--- src/rtl/gpio_apb_master.sv ---
// ============================================================================
// gpio_apb_master : single-outstanding APB requester with wait-state timeout
// Rev 1.0
// ============================================================================
`default_nettype none

module gpio_apb_master #(
   parameter int ADDR_W  = 6,
   parameter int DATA_W  = 32,
   parameter int TIMEOUT = 16
) (
   input  logic              PCLK,
   input  logic              PRESETn,
   input  logic              cmd_valid,
   output logic              cmd_ready,
   input  logic              cmd_write,
   input  logic [ADDR_W-1:0] cmd_addr,
   input  logic [DATA_W-1:0] cmd_wdata,
   output logic              rsp_valid,
   input  logic              rsp_ready,
   output logic [DATA_W-1:0] rsp_rdata,
   output logic              rsp_err,
   output logic              rsp_timeout,
   output logic [7:0]        err_cnt,
   input  logic              err_cnt_clr,
   output logic              PSEL,
   output logic              PENABLE,
   output logic              PWRITE,
   output logic [ADDR_W-1:0] PADDR,
   output logic [DATA_W-1:0] PWDATA,
   input  logic [DATA_W-1:0] PRDATA,
   input  logic              PREADY,
   input  logic              PSLVERR
);

   localparam logic       TO_EN     = (TIMEOUT != 0);
   localparam logic [7:0] WAIT_LAST = (TIMEOUT == 0) ? 8'd0 : 8'(TIMEOUT - 1);

   typedef enum logic [1:0] {
      IDLE   = 2'd0,
      SETUP  = 2'd1,
      ACCESS = 2'd2,
      RESP   = 2'd3
   } state_t;

   state_t     state;
   state_t     state_nxt;
   logic [7:0] wait_cnt;
   logic       accept;
   logic       done_ok;
   logic       abort;
   logic       err_inc;

   assign cmd_ready = (state == IDLE);
   assign PSEL      = (state == SETUP) || (state == ACCESS);
   assign PENABLE   = (state == ACCESS);
   assign rsp_valid = (state == RESP);

   assign accept  = cmd_valid & cmd_ready;
   assign done_ok = (state == ACCESS) & PREADY;
   assign abort   = (state == ACCESS) & ~PREADY & TO_EN & (wait_cnt == WAIT_LAST);
   assign err_inc = (done_ok & PSLVERR) | abort;

   always_ff @(posedge PCLK) begin
      if (!PRESETn) state <= IDLE;
      else          state <= state_nxt;
   end

   always_comb begin
      state_nxt = state;
      case (state)
         IDLE:    if (cmd_valid)         state_nxt = SETUP;
         SETUP:                          state_nxt = ACCESS;
         ACCESS:  if (PREADY || abort)   state_nxt = RESP;
         RESP:    if (rsp_ready)         state_nxt = IDLE;
         default:                        state_nxt = IDLE;
      endcase
   end

   always_ff @(posedge PCLK) begin
      if (!PRESETn) begin
         PWRITE      <= 1'b0;
         PADDR       <= '0;
         PWDATA      <= '0;
         wait_cnt    <= 8'd0;
         rsp_rdata   <= '0;
         rsp_err     <= 1'b0;
         rsp_timeout <= 1'b0;
         err_cnt     <= 8'd0;
      end else begin
         if (accept) begin
            PWRITE   <= cmd_write;
            PADDR    <= cmd_addr;
            PWDATA   <= cmd_wdata;
            wait_cnt <= 8'd0;
         end else if ((state == ACCESS) && !PREADY && !abort && (wait_cnt != 8'hFF)) begin
            // saturating so a disabled timeout cannot wrap the counter
            wait_cnt <= wait_cnt + 8'd1;
         end

         if (done_ok) begin
            rsp_rdata   <= PWRITE ? '0 : PRDATA;
            rsp_err     <= PSLVERR;
            rsp_timeout <= 1'b0;
         end else if (abort) begin
            rsp_rdata   <= '0;
            rsp_err     <= 1'b1;
            rsp_timeout <= 1'b1;
         end

         if (err_cnt_clr)                       err_cnt <= {7'd0, err_inc};
         else if (err_inc && err_cnt != 8'hFF)  err_cnt <= err_cnt + 8'd1;
      end
   end

endmodule

`default_nettype wire

--- config.mk ---
export PLATFORM = sky130hd
export DESIGN_NAME = gpio_apb_master
export DESIGN_NICKNAME = d
export VERILOG_FILES = /design/src/rtl/gpio_apb_master.sv
export SDC_FILE = /design/constraint.sdc
export NUM_CORES = 1
export LEC_CHECK = 0
export CORE_UTILIZATION = 60
export DETAILED_ROUTE_END_ITERATION = 10
export DONT_BUFFER_PORTS = 1
export PLACE_DENSITY_LB_ADDON = 0.15
export SYNTH_ARGS = -nofsm -noshare
export SYNTH_HDL_FRONTEND = slang
export SYNTH_SLANG_ARGS = --single-unit
--- constraint.sdc ---
create_clock -name PCLK -period 2.25 [get_ports PCLK]
set_input_delay 0.225 -clock PCLK [delete_from_list [all_inputs] [get_ports PCLK]]
set_output_delay 0.225 -clock PCLK [all_outputs]
set_load 0.005 [all_outputs]
Yosys cells after proc, flatten, opt, wreduce, memory -nomap -nowiden
Index checks and enable logic that the tools add are counted.
Word-level totals
  logic and storage cells: 55
  input bits: 78
  bits in read-only memories: 0
  memories: 0
  bits in latches: 0
  output and inout port bits: 85
  register bits: 91
  memory bits (writable): 0
Operators by class
  order comparisons: 0
  reduce and logical (&&, ||, !) cells: 15
  add/subtract/negate cells: 2
  shift operators: 0
  divide/modulo/power cells: 0
  multiply operators: 0
  equality and inequality tests: 9
  mux-type cells: 11
  bitwise operators: 8
Operators with widths (count)
  $mux 32: 3
  $add 8x1->8 const B: 2
  $ne 8x8->1 const B: 2
  $eq 8x4->1 const B: 1
  $pmux 2 s4: 1
  $mux 2: 3
  $reduce_or 2->1: 3
  $and 1x1->1: 5
  $eq 2x2->1 const B: 2
  $logic_and 1x1->1: 4
  $mux 1: 4
  $ne 2x1->1 const B: 2
  $reduce_bool 2->1: 2
  $reduce_and 3->1: 1
  $eq 2x1->1 const B: 1
  $logic_not 1->1: 2
  $logic_not 2->1: 1
  $logic_or 1x1->1: 2
  $ne 2x2->1 const B: 1
  $not 1->1: 2
  $or 1x1->1: 1

Longest topological paths before layout
Gate-level depths: netlist (run 1).
  depth after elaboration: 7
  mapped depth: 8

Least setup slack after synthesis (run 1)
OpenSTA, ideal clock, no wires.
  path type: register to register
  start point: register wait_cnt[4]
  end point: register err_cnt[3]
  cell stages (with the launch flop): 7
  path slack: 0.227 ns
  data arrival time: 1.953 ns
  data required time: 2.180 ns
  library setup time: 0.070 ns
  cell sequence: dfxtp_1 -> or4_1 -> buf_2 -> o31a_1 -> buf_6 -> or4_1 -> a21oi_1
On the way
  longest elaborated chain between the ends: 4
Ends and longest elaborated chain
  start: declaration: RTL line 48  | logic [7:0] wait_cnt;
  start signal: assignment: RTL line 98  | wait_cnt <= wait_cnt + 8'd1;
  $eq 8x4->1: RTL line 61  | assign abort = (state == ACCESS) & ~PREADY & TO_EN & (wait_cnt == WAIT_LAST);
  $and 1x1->1: RTL line 61
  $or 1x1->1: RTL line 62  | assign err_inc = (done_ok & PSLVERR) | abort;
  $logic_and 1x1->1: RTL line 112  | else if (err_inc && err_cnt != 8'hFF) err_cnt <= err_cnt + 8'd1;
  end signal: assignment: RTL line 111  | if (err_cnt_clr) err_cnt <= {7'd0, err_inc};
  end signal: assignment: RTL line 112
  end: declaration: RTL line 24  | output logic [7:0] err_cnt,
No other way between the ends.
A chain may end at the register's enable or synchronous reset.

Worst setup path in the final report (run 1)
  start point: register wait_cnt[4]
  end point: register err_cnt[7]
Same word-level chain as after synthesis.

==> flow_summary.ini, run 1 <==
[pwr]
peakVddDrop_uv = 633
powerDensity_mw_per_mm2 = 932
p_leak_uw = 0.00157
total_power_uw = 3910

[synth]
synthesis.nets = 457
synthCells = 374
synth-seq-area-share_pct = 54.2
ys_async_sr_fraction_pct = 0
ys_ff_latch = 91
yosysWarningCount = 0
avgSynthCellArea_um2 = 8.99
synth-edff-count = 0
ys.flop_type = dfxtp_1
synth.cell_area_mm2 = 0.00336
synth.distinct_cells = 39

[sta]
min_period_over_period_pct = 90.2
rsz0062_at_grt = false
timing.slew.headroom_pct = 73.2
maxSlewViolCount = 0
worst_pin_slew_ns = 0.399
setup_viol_count_final = 0
setup-tns-final_ns = 0
setup_ws_ns = 0.220
hold_viol = 0
period_minus_slack_ns = 2.03
fmax_mhz = 493
fin_skew_ns = 0.0170

[placed_design]
gp_congestion = 0.870
dpl_worst_slack_ns = 0.267
dp_hpwl_um = 5350
port_buffers = 0
placed_area_mm2 = 0.00343

[global_route]
grt_pass1_vias = 2845
antenna_found_initial = 0
grt_usage_pct = 30.7
grt_max_degree = 38
grt_pass1_wl_um = 14000
grt_overflow = 0

[critical_path]
reg2reg_from = wait_cnt[4]$_SDFFE_PP0P_
cp_common_cell = or4_1
crit_family = simple AND/OR/NAND/NOR gates
slowest_stage = or4_1
rr_endpoint = err_cnt[7]$_SDFFE_PP0P_
cp-end-kind = flop
rrSetupSlack_ns = 0.22
path_class = reg2reg
reg2regPathDepth = 4
cp.arrival_ns = 2.32
critPathMaxFanout = 10
crit_chain = or4_1, o31a_1, or4_1, a21oi_1
worst_setup_path_start_kind = flop
slowest_delay_ns = 0.55
cp.depth = 4
worstPathRequired_ns = 2.54
crit_buf_inv = 0

[die]
die_area_mm2 = 0.00591
coreArea_mm2 = 0.00524
die_h_um = 76.9
rows = 26
initial_core_util_pct = 64.2
die_w_um = 76.9
ioPinCount = 163

[clocking]
cts_tree = done
cts_resized = 0
root_buffer = clkbuf_8
numCtsBuffers = 9
clockBufferDepth = 2
clock-sinks = 91
path_clk_slew_ns = 0.09
ctsHtreeMaxLevel = 3
post-cts-setup-buffers = 0
insertion_delay_ns = 0.36

[drt]
ant_nets = 0
avgViaCountPerCell = 5.93
drt_first_iter_violations = 240
routedWlPerCell_um = 18.2
drc = 0
first_pass_iters = 4
vias = 2989
routed_wl_um = 9160

[flow_run]
maxCapViolations = 0

[final_layout]
syn_to_final_growth_pct = 24.8
final_util_pct = 80.1
stdcell_area_mm2 = 0.00420
final_layout_size_suffix_gt1_share_pct = 7.37
n_antenna_cell = 0
nNetsFinal = 512

[worst_hold_path]
hp-class = in2reg
hold_start = PRESETn
min_to = state[1]$_SDFFE_PN0P_
hold_path_depth = 2

[status]
outcome = finished clean
-- where the power goes --
| part | internal [uW] | switching, uW | total, uW | leakage [uW] |
|---|---|---|---|---|
| combinational | 318 | 494 | 811 | 0.000732 |
| clock | 526 | 593 | 1120 | 0.000101 |
| sequential | 1810 | 170 | 1980 | 0.000740 |
| total | 2660 | 1260 | 3910 | 0.00157 |
-- through the flow --
stage | cells | hold WS, ns
3_3_place_gp | 432 | 0.347
3_5_place_dp | 432 | 0.345
6_report | 504 | 0.00951
4_1_cts | 502 | 0.00147
2_1_floorplan | 374 | 0.358
5_1_grt | 504 | 0.000544
-- cells in the final DEF, fill, tap and decap left out, drive strengths merged, types with 2 or more instances in the layout --
| master | count |
|---|---|
| or3 | 3 |
| a31oi | 2 |
| nand3 | 5 |
| nor3 | 2 |
| nand2b | 2 |
| clkinv | 4 |
| o21ai | 5 |
| a22o | 32 |
| nor2 | 11 |
| a21oi | 53 |
| nand4b | 2 |
| nor2b | 2 |
| or4 | 6 |
| o31ai | 7 |
| nand2 | 96 |
| a211oi | 2 |
| inv | 6 |
| buf | 11 |
| clkbuf | 10 |
| nand4 | 3 |
| mux2i | 3 |
| dlygate4sd3 | 56 |
| dfxtp | 91 |
| ha | 5 |
| nor4 | 2 |
-- how the worst max path moves through the flow --
stage,to,startpoint,slack (ns)
2_1_floorplan,err_cnt[3]$_SDFFE_PP0P_,wait_cnt[4]$_SDFFE_PP0P_,0.23
3_3_place_gp,err_cnt[4]$_SDFFE_PP0P_,wait_cnt[4]$_SDFFE_PP0P_,0.29
3_5_place_dp,err_cnt[7]$_SDFFE_PP0P_,wait_cnt[4]$_SDFFE_PP0P_,0.27
4_1_cts,err_cnt[7]$_SDFFE_PP0P_,wait_cnt[4]$_SDFFE_PP0P_,0.24
5_1_grt,err_cnt[7]$_SDFFE_PP0P_,wait_cnt[4]$_SDFFE_PP0P_,0.12
6_report,err_cnt[7]$_SDFFE_PP0P_,wait_cnt[4]$_SDFFE_PP0P_,0.22
-- worst reg2reg max path: stages (launching register included) --
cell and delay (ns):
dfxtp_1 0.37, or4_1 0.55, o31a_1 0.37, or4_1 0.53
a21oi_1 0.16
-- cells in the mapped netlist, types with 2 or more instances --
master    instances  area share, %
nand2_1          96             11
inv_1             4           0.45
a21oi_1          53            7.9
mux2i_1           3           0.89
dfxtp_1          91             54
nand2b_1          2           0.37
a211oi_1          2           0.45
a22o_1           32            8.3
o21ai_0           5           0.74
nand4_1           3           0.56
or3_1             2           0.37
nand4b_1          2           0.52
nor2_1           11            1.2
buf_6             2           0.67
or4_1             6            1.3
nor2b_1           2           0.37
ha_1              5            1.9
nor3_1            2           0.30
clkbuf_1         19            2.1
nor4_1            2           0.37
a31oi_1           2           0.37
o31ai_1           7            1.6
nand3_1           5           0.74
-- metal layers --
layer / global-route usage, % / part of all wire, % / vias up
met5: 0 / 0 / -
met4: 16.2 / 3.0 / 0
met3: 11.4 / 9.3 / 30
met2: 52.5 / 50 / 178
met1: 32.9 / 38 / 1358
li1: - / - / 1423
-- cell families (layout without fill, tap and decap cells) --
family / count (synthesis) / in the layout / synth area share (%)
multiplexers: 3 / 3 / 0.893
adder cells (fa/ha/maj): 5 / 5 / 1.86
AO/OA/AOI/OAI: 107 / 107 / 20.9
flip-flops: 91 / 91 / 54.2
AND/OR/NAND/NOR: 139 / 139 / 18.2
XOR/XNOR: 1 / 1 / 0.261
buffers and inverters: 28 / 88 / 3.72
-- sequential cells by signal, indices dropped and copies added (netlist names) --
signal / count
PADDR: 6
PWDATA: 32
PWRITE: 1
err_cnt: 8
rsp_err: 1
rsp_rdata: 32
rsp_timeout: 1
state: 2
wait_cnt: 8
-- layout make-up --
cell class	instances	area, um2
flip-flops and latches	91	1820
multi-input cells	255	1420
repair buffers	67	643
inverters	5	18.8
clock buffers	10	128
clock inverters	6	73.8
well taps	70	87.6
fillers	355	1040
-- repair_timing --
action | CTS | global route
endpoints found under the hold margin | 55 | 2
hold buffers | 54 | 2
endpoints found under the setup margin | 0 | 0
Note: power is estimated with default switching activity, not from simulation.
==> run 2: changes to the inputs <==
--- a/config.mk
+++ b/config.mk
@@ -9,6 +9,7 @@
 export DETAILED_ROUTE_END_ITERATION = 10
 export DONT_BUFFER_PORTS = 1
 export PLACE_DENSITY_LB_ADDON = 0.15
+export SLEW_MARGIN = 20
 export SYNTH_ARGS = -nofsm -noshare
 export SYNTH_HDL_FRONTEND = slang
 export SYNTH_SLANG_ARGS = --single-unit
==> results of run 2 <==
Same layout as run 1: the final DEF is identical, and so are final timing and power.
